File: config.mk
export PLATFORM = sky130hd
export DESIGN_NAME = lcd_nibble_writer
export DESIGN_NICKNAME = d
export VERILOG_FILES = /design/src/rtl/lcd_nibble_writer.sv
export SDC_FILE = /design/constraint.sdc
export NUM_CORES = 1
export LEC_CHECK = 0
export CORE_AREA = 2 2 77 79
export DETAILED_ROUTE_END_ITERATION = 10
export DIE_AREA = 0 0 79 81
export GPL_ROUTABILITY_DRIVEN = 0
export PLACE_DENSITY = 0.78
export SLEW_MARGIN = 10
export SYNTH_ARGS = -nofsm -noshare
export SYNTH_HDL_FRONTEND = slang
export SYNTH_SLANG_ARGS = --single-unit
File: constraint.sdc
create_clock -name Clock -period 3.95 [get_ports Clock]
set_input_delay 0.79 -clock Clock [delete_from_list [all_inputs] [get_ports Clock]]
set_output_delay 0.79 -clock Clock [all_outputs]
set_load 0.05 [all_outputs]
File: src/rtl/lcd_nibble_writer.sv
// HD44780-style 4-bit LCD writer: runs the power-on init sequence, then sends
// accepted bytes as high/low nibbles with setup, enable and gap timing.
module lcd_nibble_writer #(
  parameter int unsigned SETUP_CYC   = 2,
  parameter int unsigned ENABLE_CYC  = 12,
  parameter int unsigned NIBBLE_GAP  = 50,
  parameter int unsigned BYTE_GAP    = 2000,
  parameter int unsigned POWERUP_CYC = 750000,
  parameter int unsigned INIT_GAP1   = 205000,
  parameter int unsigned INIT_GAP2   = 5000,
  parameter int unsigned INIT_GAP3   = 2000
) (
  input  logic       Clock,
  input  logic       Reset,
  input  logic [7:0] iData,
  input  logic       iRS,
  input  logic       iValid,
  output logic       oReady,
  output logic       oInitDone,
  output logic       oLCD_E,
  output logic       oLCD_RS,
  output logic       oLCD_RW,
  output logic [3:0] oLCD_Data
);

  localparam int unsigned CNT_W = ($clog2(POWERUP_CYC + 1) > 20) ? $clog2(POWERUP_CYC + 1) : 20;

  typedef enum logic [3:0] {
    POWERUP, INIT_SETUP, INIT_EN, INIT_WAIT, IDLE,
    HI_SETUP, HI_EN, NIB_GAP, LO_SETUP, LO_EN, BYTE_WAIT
  } state_e;

  state_e           state_q, state_d;
  logic [CNT_W-1:0] cnt_q, cnt_d;
  logic [1:0]       idx_q, idx_d;
  logic [7:0]       byte_q, byte_d;
  logic             brs_q, brs_d;
  logic [3:0]       nib_q, nib_d;
  logic             rs_q, rs_d;
  logic             e_q, ready_q, done_q;
  logic             cnt_zero;

  assign cnt_zero = (cnt_q == '0);

  // Next state, counter reloads (value-1) and the nibble/RS presented on the bus
  always_comb begin
    state_d = state_q;
    cnt_d   = cnt_zero ? cnt_q : cnt_q - CNT_W'(1);
    idx_d   = idx_q;
    byte_d  = byte_q;
    brs_d   = brs_q;
    unique case (state_q)
      POWERUP: if (cnt_zero) begin
        state_d = INIT_SETUP;
        cnt_d   = CNT_W'(SETUP_CYC - 1);
      end
      INIT_SETUP: if (cnt_zero) begin
        state_d = INIT_EN;
        cnt_d   = CNT_W'(ENABLE_CYC - 1);
      end
      INIT_EN: if (cnt_zero) begin
        state_d = INIT_WAIT;
        unique case (idx_q)
          2'd0:    cnt_d = CNT_W'(INIT_GAP1 - 1);
          2'd1:    cnt_d = CNT_W'(INIT_GAP2 - 1);
          default: cnt_d = CNT_W'(INIT_GAP3 - 1);
        endcase
      end
      INIT_WAIT: if (cnt_zero) begin
        if (idx_q == 2'd3) begin
          state_d = IDLE;
        end else begin
          idx_d   = idx_q + 2'd1;
          state_d = INIT_SETUP;
          cnt_d   = CNT_W'(SETUP_CYC - 1);
        end
      end
      IDLE: if (iValid) begin
        byte_d  = iData;
        brs_d   = iRS;
        state_d = HI_SETUP;
        cnt_d   = CNT_W'(SETUP_CYC - 1);
      end
      HI_SETUP: if (cnt_zero) begin
        state_d = HI_EN;
        cnt_d   = CNT_W'(ENABLE_CYC - 1);
      end
      HI_EN: if (cnt_zero) begin
        state_d = NIB_GAP;
        cnt_d   = CNT_W'(NIBBLE_GAP - 1);
      end
      NIB_GAP: if (cnt_zero) begin
        state_d = LO_SETUP;
        cnt_d   = CNT_W'(SETUP_CYC - 1);
      end
      LO_SETUP: if (cnt_zero) begin
        state_d = LO_EN;
        cnt_d   = CNT_W'(ENABLE_CYC - 1);
      end
      LO_EN: if (cnt_zero) begin
        state_d = BYTE_WAIT;
        cnt_d   = CNT_W'(BYTE_GAP - 1);
      end
      BYTE_WAIT: if (cnt_zero) begin
        state_d = IDLE;
      end
      default: begin
        state_d = POWERUP;
        cnt_d   = CNT_W'(POWERUP_CYC - 1);
      end
    endcase

    // Bus values change only when a setup phase starts, so they hold through the following gap
    nib_d = nib_q;
    rs_d  = rs_q;
    if (state_d != state_q) begin
      unique case (state_d)
        INIT_SETUP: begin
          nib_d = (idx_d == 2'd3) ? 4'h2 : 4'h3;
          rs_d  = 1'b0;
        end
        HI_SETUP: begin
          nib_d = byte_d[7:4];
          rs_d  = brs_d;
        end
        LO_SETUP: nib_d = byte_q[3:0];
        default: ;
      endcase
    end
  end

  always_ff @(posedge Clock or posedge Reset) begin
    if (Reset) begin
      state_q <= POWERUP;
      cnt_q   <= CNT_W'(POWERUP_CYC - 1);
      idx_q   <= 2'd0;
      byte_q  <= 8'h00;
      brs_q   <= 1'b0;
      nib_q   <= 4'h0;
      rs_q    <= 1'b0;
      e_q     <= 1'b0;
      ready_q <= 1'b0;
      done_q  <= 1'b0;
    end else begin
      state_q <= state_d;
      cnt_q   <= cnt_d;
      idx_q   <= idx_d;
      byte_q  <= byte_d;
      brs_q   <= brs_d;
      nib_q   <= nib_d;
      rs_q    <= rs_d;
      e_q     <= (state_d == INIT_EN) || (state_d == HI_EN) || (state_d == LO_EN);
      ready_q <= (state_d == IDLE);
      done_q  <= done_q | (state_d == IDLE);
    end
  end

  assign oReady    = ready_q;
  assign oInitDone = done_q;
  assign oLCD_E    = e_q;
  assign oLCD_RS   = rs_q;
  assign oLCD_RW   = 1'b0;
  assign oLCD_Data = nib_q;

endmodule

# Word level (Yosys, flattened, before mapping)

Cells that the tools add are included.

Logic and storage cells: 81
Register bits after elaboration: 43
Input port bits: 12

Add/subtract/negate cells: 2
Bitwise logic cells: 1
Muxes and demuxes: 34
Reduce and logical (&&, ||, !) cells: 12
Equal/unequal tests: 21

Operators with widths:

| cell                                               | count |
|---|---|
| 2-to-1 mux 20 bit                                  | 9 |
| one-hot mux 20 bit (8 select lines)                | 1 |
| 2-to-1 mux 4 bit                                   | 11 |
| one-hot mux 4 bit (11 select lines)                | 1 |
| one-hot mux 18 bit (2 select lines)                | 1 |
| == test 4 x 3 -> 1 bit, second input constant      | 7 |
| == test 4 bit, second input constant               | 5 |
| logical NOT 20 bit                                 | 1 |
| subtractor 20 x 1 -> 20 bit, second input constant | 1 |
| 2-to-1 mux 8 bit                                   | 2 |
| == test 4 x 2 -> 1 bit, second input constant      | 3 |
| one-hot mux 4 bit (3 select lines)                 | 1 |
| == test 4 x 1 -> 1 bit, second input constant      | 2 |
| 2-to-1 mux 2 bit                                   | 3 |
| AND reduction 2 bit                                | 3 |
| == test 2 bit, second input constant               | 2 |
| logical NOT 4 bit                                  | 1 |
| != test 4 bit                                      | 1 |
| 2-to-1 mux 1 bit                                   | 3 |
| 2-to-1 mux 3 bit                                   | 1 |
| nonzero test 3 bit                                 | 1 |
| OR reduction 3 bit                                 | 1 |
| adder 2 x 1 -> 2 bit, second input constant        | 1 |
| == test 2 x 1 -> 1 bit, second input constant      | 1 |
| other kinds (6)                                    | 7 |

# Depth between registers and ports, before layout

Gate-level depths: netlist of run 1.

Depth in word-level cells: 7
Mapped depth: 11

# Least setup slack after synthesis of run 1

No wires, ideal clock.

Path type: reg-to-reg
Start: reg cnt_q[0]
End: reg nib_q[1], in the netlist oLCD_Data[1]
Required time: 3.825 ns
Cell stages (with the launch flop): 12
Setup time: 0.125 ns
Period minus slack after synthesis: 2.277 ns
Arrival time: 2.152 ns
Path slack: 1.673 ns
Path through: dfstp_2 > inv_1 > ha_1 > nor2b_1 > and4_1 > buf_6 > a211oi_1 > o21bai_4 > inv_2 > nor2_2 > a31oi_1 > mux2_2

Cells in the longest elaborated chain, start to end: 6
Elaborated cells on any way between the ends: 19
Those cells by class: eq/ne: 4; mux: 12; reduce/logical: 3

Ends and longest elaborated chain:

| element                                              | RTL line | RTL |
|---|---|---|
| start, declared                                      | 34       | `logic [CNT_W-1:0] cnt_q, cnt_d;` |
| start signal, assigned                               | 135      | `cnt_q <= CNT_W'(POWERUP_CYC - 1);` |
| start signal, assigned                               | 146      | `cnt_q <= cnt_d;` |
| logical NOT 20 bit (*)                               | 43       | `assign cnt_zero = (cnt_q == '0);` |
| 2-to-1 mux 4 bit, or another cell as far along       | 104      | `BYTE_WAIT: if (cnt_zero) begin` |
| one-hot mux 4 bit (11 select lines) (*)              | 52       | `unique case (state_q)` |
| named net state_d[0]                                 | 33       | `state_e state_q, state_d;` |
| == test 4 x 3 -> 1 bit, or another cell as far along | 117      | `unique case (state_d)` |
| nonzero test 3 bit (no line)                         | --       |  |
| AND reduction 2 bit (no line)                        | --       |  |
| end signal, assigned                                 | 150      | `nib_q <= nib_d;` |
| end, declared                                        | 38       | `logic [3:0] nib_q, nib_d;` |

The timed path passes the listed nets; every way through them passes the cells marked *.
A chain may end at the register's enable or synchronous reset.

# Final worst setup path of run 1

Start: reg cnt_q[0]
End: reg nib_q[0], in the netlist oLCD_Data[0]

Cells in the longest elaborated chain, start to end: 6
Elaborated cells on any way between the ends: 23
Those cells by class: eq/ne: 5; mux: 15; reduce/logical: 3

Ends and longest elaborated chain:

| element                                                                                    | RTL line |
|---|---|
| logical NOT 20 bit (*)                                                                     | 43 |
| 2-to-1 mux 4 bit, or another cell as far along                                             | 104 |
| one-hot mux 4 bit (11 select lines) / 2-to-1 mux 2 bit (equally long branches)             | 52 |
| == test 4 x 3 -> 1 bit, or another cell as far along                                       | 117 |
| nonzero test 3 bit (no line) / 2-to-1 mux 1 bit (equally long branches)                    | -- |
| AND reduction 2 bit (no line) / one-hot mux 4 bit (3 select lines) (equally long branches) | -- |

Mark *: on every way between the ends. The rest lies on a longest branch, timed or not.

==> results of run 1 <==
==> sequential cells by signal, indices dropped and copies added, names as in the netlist, 2 cells and up <==
register / flops
state_q: 4
idx_q: 2
byte_q: 8
oLCD_Data: 4
cnt_q: 20
==> power breakdown <==
group          total, mW  leakage, nW  switching, mW  internal [mW]
clock network      0.345       0.0514          0.156          0.189
logic             0.0228        0.588         0.0125         0.0103
registers          0.430        0.516              0          0.430
total              0.798         1.16          0.168          0.629
==> per-stage QoR <==
stage	total power [mW]	instance area [um^2]
floorplan	0.447	2730
global placement	0.461	2940
detailed placement	0.462	2940
CTS	0.805	3050
global route	0.822	3050
finish	0.798	3050
==> cell type report <==
class,instances,area share (%)
flip-flops and latches,42,35.0
clock inverters,2,1.23
multi-input cells,255,50.4
well taps,75,3.08
clock buffers,6,2.38
repair buffers,22,6.97
inverters,8,0.984
==> cells in the final DEF, fill, tap and decap left out, drive strengths merged, types with 3 or more instances in the layout <==
master         instances
a21oi                 23
xnor2                  6
buf                    3
nor4                   5
a211oi                 6
o21ai                 27
nor2                  25
or3                    5
nand3                  7
inv                    6
nand2b                 3
dfrtp                 29
clkdlybuf4s50         19
dfstp                 13
xor2                   4
and3                   3
nand2                 50
a21o                   4
or2                    3
o22ai                  3
nor2b                  7
a31oi                  9
nor4b                  3
and2                   3
nor3                  17
clkbuf                 6
nand4                  3
o31ai                  8
==> layer usage <==
layer / GRT usage, % / part of all wire (%) / vias up
li1: - / - / 1202
met1: 31.2 / 44 / 1171
met2: 36.8 / 48 / 105
met5: 0 / 0 / -
met4: 6.55 / 2.1 / 0
met3: 4.56 / 6.3 / 16
==> how the worst min path moves through the flow <==
stage / depth (start not counted) / from / end / slack (ns)
after floorplan: 2 / byte_q[4]$_DFF_PP0_ / byte_q[4]$_DFF_PP0_ / 0.44
after global placement: 1 / oInitDone$_DFF_PP0_ / oInitDone$_DFF_PP0_ / 0.46
after detailed placement: 1 / oInitDone$_DFF_PP0_ / oInitDone$_DFF_PP0_ / 0.46
after CTS: 1 / oInitDone$_DFF_PP0_ / oInitDone$_DFF_PP0_ / 0.48
after global routing: 1 / oInitDone$_DFF_PP0_ / oInitDone$_DFF_PP0_ / 0.50
final: 1 / oInitDone$_DFF_PP0_ / oInitDone$_DFF_PP0_ / 0.48
==> cell families after synthesis <==
kind of cell / share of synthesized area [%]
other: 0.137
adders and majority gates: 0.458
xor gates and xnor gates: 3.21
DFF: 39.1
and+or+nand+nor: 27.1
AOI/OAI and AO/OA: 24.3
muxes: 1.15
buffers and inverters: 4.58
==> impl_metrics.yaml, run 1 <==
power:
  powerDensity_nw_per_um2: 261
  irDropWorstVdd_mv: 0.228
  p_leak_nw: 1.16
clock_network:
  cts_resized: 0
  root_buffer: "clkbuf_8"
  cts_tree: "yes"
  cts_buffers: 5
  clockBufferDepth: 2
  cts_num_sinks: 42
  post-cts-setup-buffers: 0
  worstSkewPairLatency_ns: 0.30
  path_clk_slew_ns: 0.09
  cts_hold_buf: 0
  cts_max_level: 2
synth:
  seq_area_frac_synth_pct: 39.1
  synth_flop_cell: "dfrtp_1"
  synth.cell_area_um2: 2730
  postSynthCellCount: 325
  syn-mean-instance-area_um2: 8.40
  synth_cell_types: 65
  ys_ff_latch: 42
  synth_enable_flop_cells: 0
  synthTopCellsByArea: "dfrtp_1 (27%), dfstp_2 (13%), nand2_1 (6.7%)"
  netlist.area_leader.share_pct: 26.6
  async_flop_share_pct: 100
  synth_most_common_cell: "nand2_1"
  synth_top_cell_by_area: "dfrtp_1"
  synthTopCellsByCount: "nand2_1 (49), dfrtp_1 (29), o21ai_0 (26)"
  yosys_warnings: 0
  synth_nets: 338
route:
  post_drt_wl_per_cell_um: 16.4
  dr_total_vias: 2494
  drt.antenna.violating_nets: 0
  wl_um: 6720
  first_pass_iters: 5
  via_per_inst: 6.08
  drtIter0Drc: 270
  drc: 0
timing:
  grt_setup_unrepaired: "no"
  max_freq_mhz: 372
  worst_pin_slew_ns: 0.864
  finalCritPeriodShare_pct: 68.1
  slew-limit-headroom_pct: 42.4
  holdWs_ns: 0.479
  hold_viol: 0
  finClkSkew_ns: 0.00761
  setup_ws_ns: 1.26
  period_minus_slack_ns: 2.69
  finalSetupViolations: 0
  setup_tns_ns: 0
  maxSlewViolCount: 0
global_route:
  track_usage_pct: 22.7
  grt.overflow.total: 0
  first_global_vias: 2292
  grt_max_degree: 43
  grt_pass1_wl_um: 11400
  antenna_found_initial: 0
critical_path:
  reg2reg_to: "oLCD_Data[0]$_DFFE_PP0P_"
  cp-endpoint: "oLCD_Data[0]$_DFFE_PP0P_"
  cp_top_family: "simple AND/OR/NAND/NOR gates"
  crit_arrival_ns: 2.91
  crit_start: "cnt_q[0]$_DFF_PP1_"
  crit_fanout: 15
  r2r_slack_ns: 1.26
  cp.depth: 10
  crit_path_max_incr_delay_ns: 0.50
  path_class: "reg2reg"
  r2r-start: "cnt_q[0]$_DFF_PP1_"
  ff2ff_path_depth: 10
  worst_path_max_delay_cell: "or3_1"
  worst_ep_required_time_ns: 4.17
  start_kind: "flip-flop"
  cp-end-kind: "flip-flop"
  path_cells: "inv_1 -> ha_1 -> nor2b_1 -> nand4_2 -> nor2_2 -> buf_4 -> nor3_1 -> or3_1 -> a211o_1 -> a41oi_2"
  crit_buf_inv: 2
placement:
  dpl.hpwl_um: 4720
  place_ws_ns: 1.19
  io_buffers: 19
  placed_cells: 402
floorplan:
  fp.dieH_um: 81
  die_area_um2: 6400
  core_um2: 5680
  start_util_pct: 48.1
  rows: 28
  ioPinCount: 21
  dieWidth_um: 79
layout:
  layout.nets: 347
  n_antenna_cell: 0
  seq_area_um2: 1070
  syn2layout_area_growth_pct: 11.8
  multi_input_area_um2: 1540
  drive_gt1_share_pct: 12.5
  final_core_util_pct: 53.7
  num-fill-cells: 550
  final_cells: 410
min_path:
  hold_path.class: "reg2reg"
flow_run:
  maxCapViolations: 0
outcome:
  outcome: "complete, no violations"
No activity file was read; power rests on OpenSTA's default activity.
==> run 2: changes to the inputs <==
- PLACE_DENSITY: 0.78 -> 0.81
- clock period: 3.95 -> 2.2 ns (I/O delays scaled with it)
==> run 2 against run 1 <==
  * Register-to-register slack worse by 1.3 ns
  * Critical path type unchanged
  * Maximum frequency is 21% higher
  * Highest routed layer unchanged
  * The run now ends with negative setup slack left
  * First-iteration DRC count is 40% higher
  * Flip-flop and latch count stayed put
  * Via count is 11% higher
  * Wire length is 14% higher
  * Cell count is 12% higher
  * Combinational power is 86% higher
  * Largest cell class unchanged
  * Die area stayed put
==> impl_metrics.yaml, run 2 (synthesis results as in run 1) <==
outcome:
  outcome: "finished, violations left"
  violations: "negative setup slack"
floorplan:
  fp.dieH_um: 81
  core_um2: 5680
  ioPinCount: 21
  start_util_pct: 48.1
  die_area_um2: 6400
  rows: 28
  dieWidth_um: 79
route:
  drtIter0Drc: 377
  drt.antenna.violating_nets: 0
  post_drt_wl_per_cell_um: 16.7
  wl_um: 7650
  drc: 0
  via_per_inst: 6.05
  dr_total_vias: 2772
  first_pass_iters: 5
clock_network:
  cts_hold_buf: 0
  clockBufferDepth: 2
  cts_max_level: 2
  cts_tree: "yes"
  worstSkewPairLatency_ns: 0.30
  root_buffer: "clkbuf_8"
  path_clk_slew_ns: 0.09
  cts_buffers: 5
  cts_num_sinks: 42
timing:
  finalSetupViolations: 1
  slew-limit-headroom_pct: 65.4
  grt_setup_unrepaired: "yes"
  maxSlewViolCount: 0
  hold_viol: 0
  period_minus_slack_ns: 2.22
  worst_pin_slew_ns: 0.513
  setup_tns_ns: -0.0203
  max_freq_mhz: 450
  setup_ws_ns: -0.0203
  finClkSkew_ns: 0.00724
  finalCritPeriodShare_pct: 101
layout:
  num-fill-cells: 476
  largest_register: "cnt_q"
  largest_register_ffs: 20
  drive_gt1_share_pct: 28.2
  final_cell_mix: "nand2_1 (48), buf_4 (48), dfrtp_1 (29)"
  syn2layout_area_growth_pct: 29.9
  n_antenna_cell: 0
  reg_top3: "cnt_q (20), byte_q (8)"
  layout.nets: 395
  design_area_um2: 3550
power:
  irDropWorstVdd_mv: 0.355
  intPower_mw: 1.13
  combinationalPowerShare_pct: 2.9
  switchingPower_mw: 0.310
  seq_power_share_pct: 53.6
  powerDensity_nw_per_um2: 407
  p_clk_share_pct: 43.5
  sw_frac_of_total_pct: 21.5
  p_leak_nw: 1.43
flow_run:
  maxCapViolations: 0
placement:
  dpl.hpwl_um: 5470
  io_buffers: 19
  dpl_cell_area_um2: 3300
critical_path:
  reg2reg_to: "oLCD_Data[1]$_DFFE_PP0P_"
  worst_ep_required_time_ns: 2.39
  start_kind: "flip-flop"
  ff2ff_path_depth: 8
  r2r_slack_ns: -0.02
  path_class: "reg2reg"
  crit_arrival_ns: 2.41
  cp-end-kind: "flip-flop"
  crit_fanout: 5
  r2r-start: "cnt_q[10]$_DFF_PP0_"
global_route:
  track_usage_pct: 24.7
  first_global_vias: 2660
  grt_max_degree: 43
  grt.overflow.total: 0
  grt_pass1_wl_um: 12200
  antenna_found_initial: 0
min_path:
  hold_path.class: "reg2reg"
  hold_path_depth: 1
  min_to: "oInitDone$_DFF_PP0_"
  hp-start: "oInitDone$_DFF_PP0_"
## run 2: cell types whose count changed in the layout (fill, tap and decap cells not counted), sizes merged
cell and delta:
buf +48, clkinvlp -1, clkbuf -1, inv +2
## run 2: metal layers
metal,vias to the layer above,wire length [um],share of wire [%],track usage [%]
li1,1290,-,-,-
met1,1309,3140,41,30.1
met2,145,3780,49,42.1
met3,28,490,6.4,5.00
met4,0,240,3.1,11.6
met5,-,0,0,0
## run 2: final cells by class
| cell class | instances | area [um^2] | share of cell area, % |
|---|---|---|---|
| Multi-Input combinational cell | 255 | 1640 | 46.3 |
| Sequential cell | 42 | 1070 | 30.1 |
| Timing Repair Buffer | 70 | 602 | 17.0 |
| Tap cell | 75 | 93.8 | 2.65 |
| Clock buffer | 5 | 68.8 | 1.94 |
| Clock inverter | 3 | 43.8 | 1.24 |
| Inverter | 8 | 30.0 | 0.847 |
## run 2: per-stage QoR
step | power, mW | hold slack, ns | std cells | utilization [%] | setup WS (ns)
6_report | 1.44 | 0.480 | 458 | 62.5 | -0.0203
4_1_cts | 1.45 | 0.489 | 454 | 60.4 | 0.0141
5_1_grt | 1.49 | 0.503 | 458 | 62.5 | -0.0792
3_5_place_dp | 0.830 | 0.468 | 446 | 58.2 | -0.0911
3_3_place_gp | 0.829 | 0.465 | 446 | 58.2 | -0.00165
2_1_floorplan | 0.803 | 0.441 | 325 | - | 0.0173
## run 2: worst max path at each step
| stage | start | end | slack, ns | cells past startpoint |
|---|---|---|---|---|
| 2_1_floorplan | cnt_q[0]$_DFF_PP1_ | oLCD_Data[1]$_DFFE_PP0P_ | 0.02 | 11 |
| 3_3_place_gp | cnt_q[0]$_DFF_PP1_ | oLCD_Data[1]$_DFFE_PP0P_ | -0.002 | 10 |
| 3_5_place_dp | cnt_q[6]$_DFF_PP0_ | oLCD_Data[1]$_DFFE_PP0P_ | -0.09 | 7 |
| 4_1_cts | cnt_q[6]$_DFF_PP0_ | oLCD_Data[0]$_DFFE_PP0P_ | 0.01 | 7 |
| 5_1_grt | cnt_q[10]$_DFF_PP0_ | cnt_q[6]$_DFF_PP0_ | -0.08 | 8 |
| 6_report | cnt_q[10]$_DFF_PP0_ | oLCD_Data[1]$_DFFE_PP0P_ | -0.02 | 8 |
## run 2: what timing repair did
item,4_1_cts,5_1_grt
gates resized for setup,5,23
pin swaps,0,9
setup buffers,0,4
endpoints found under the setup margin,14,16
## run 2: power groups by stage
stage | clock [mW] | combinational, mW | sequential [mW]
final | 0.627 | 0.0424 | 0.773
after floorplan | 0 | 0.0164 | 0.787
after global routing | 0.669 | 0.0473 | 0.773
after CTS | 0.633 | 0.0435 | 0.773
after global placement | 0 | 0.0424 | 0.787
after detailed placement | 0 | 0.0433 | 0.787
## run 2: worst max-delay path, cell delays in order, from the launching register on
cell and delay, ns:
dfrtp_1 0.43, nor4_4 0.40, nand2_2 0.15, buf_4 0.18, nor3_1 0.32, nor4b_4 0.11, nor2_4 0.15, a31oi_1 0.10
mux2_2 0.26
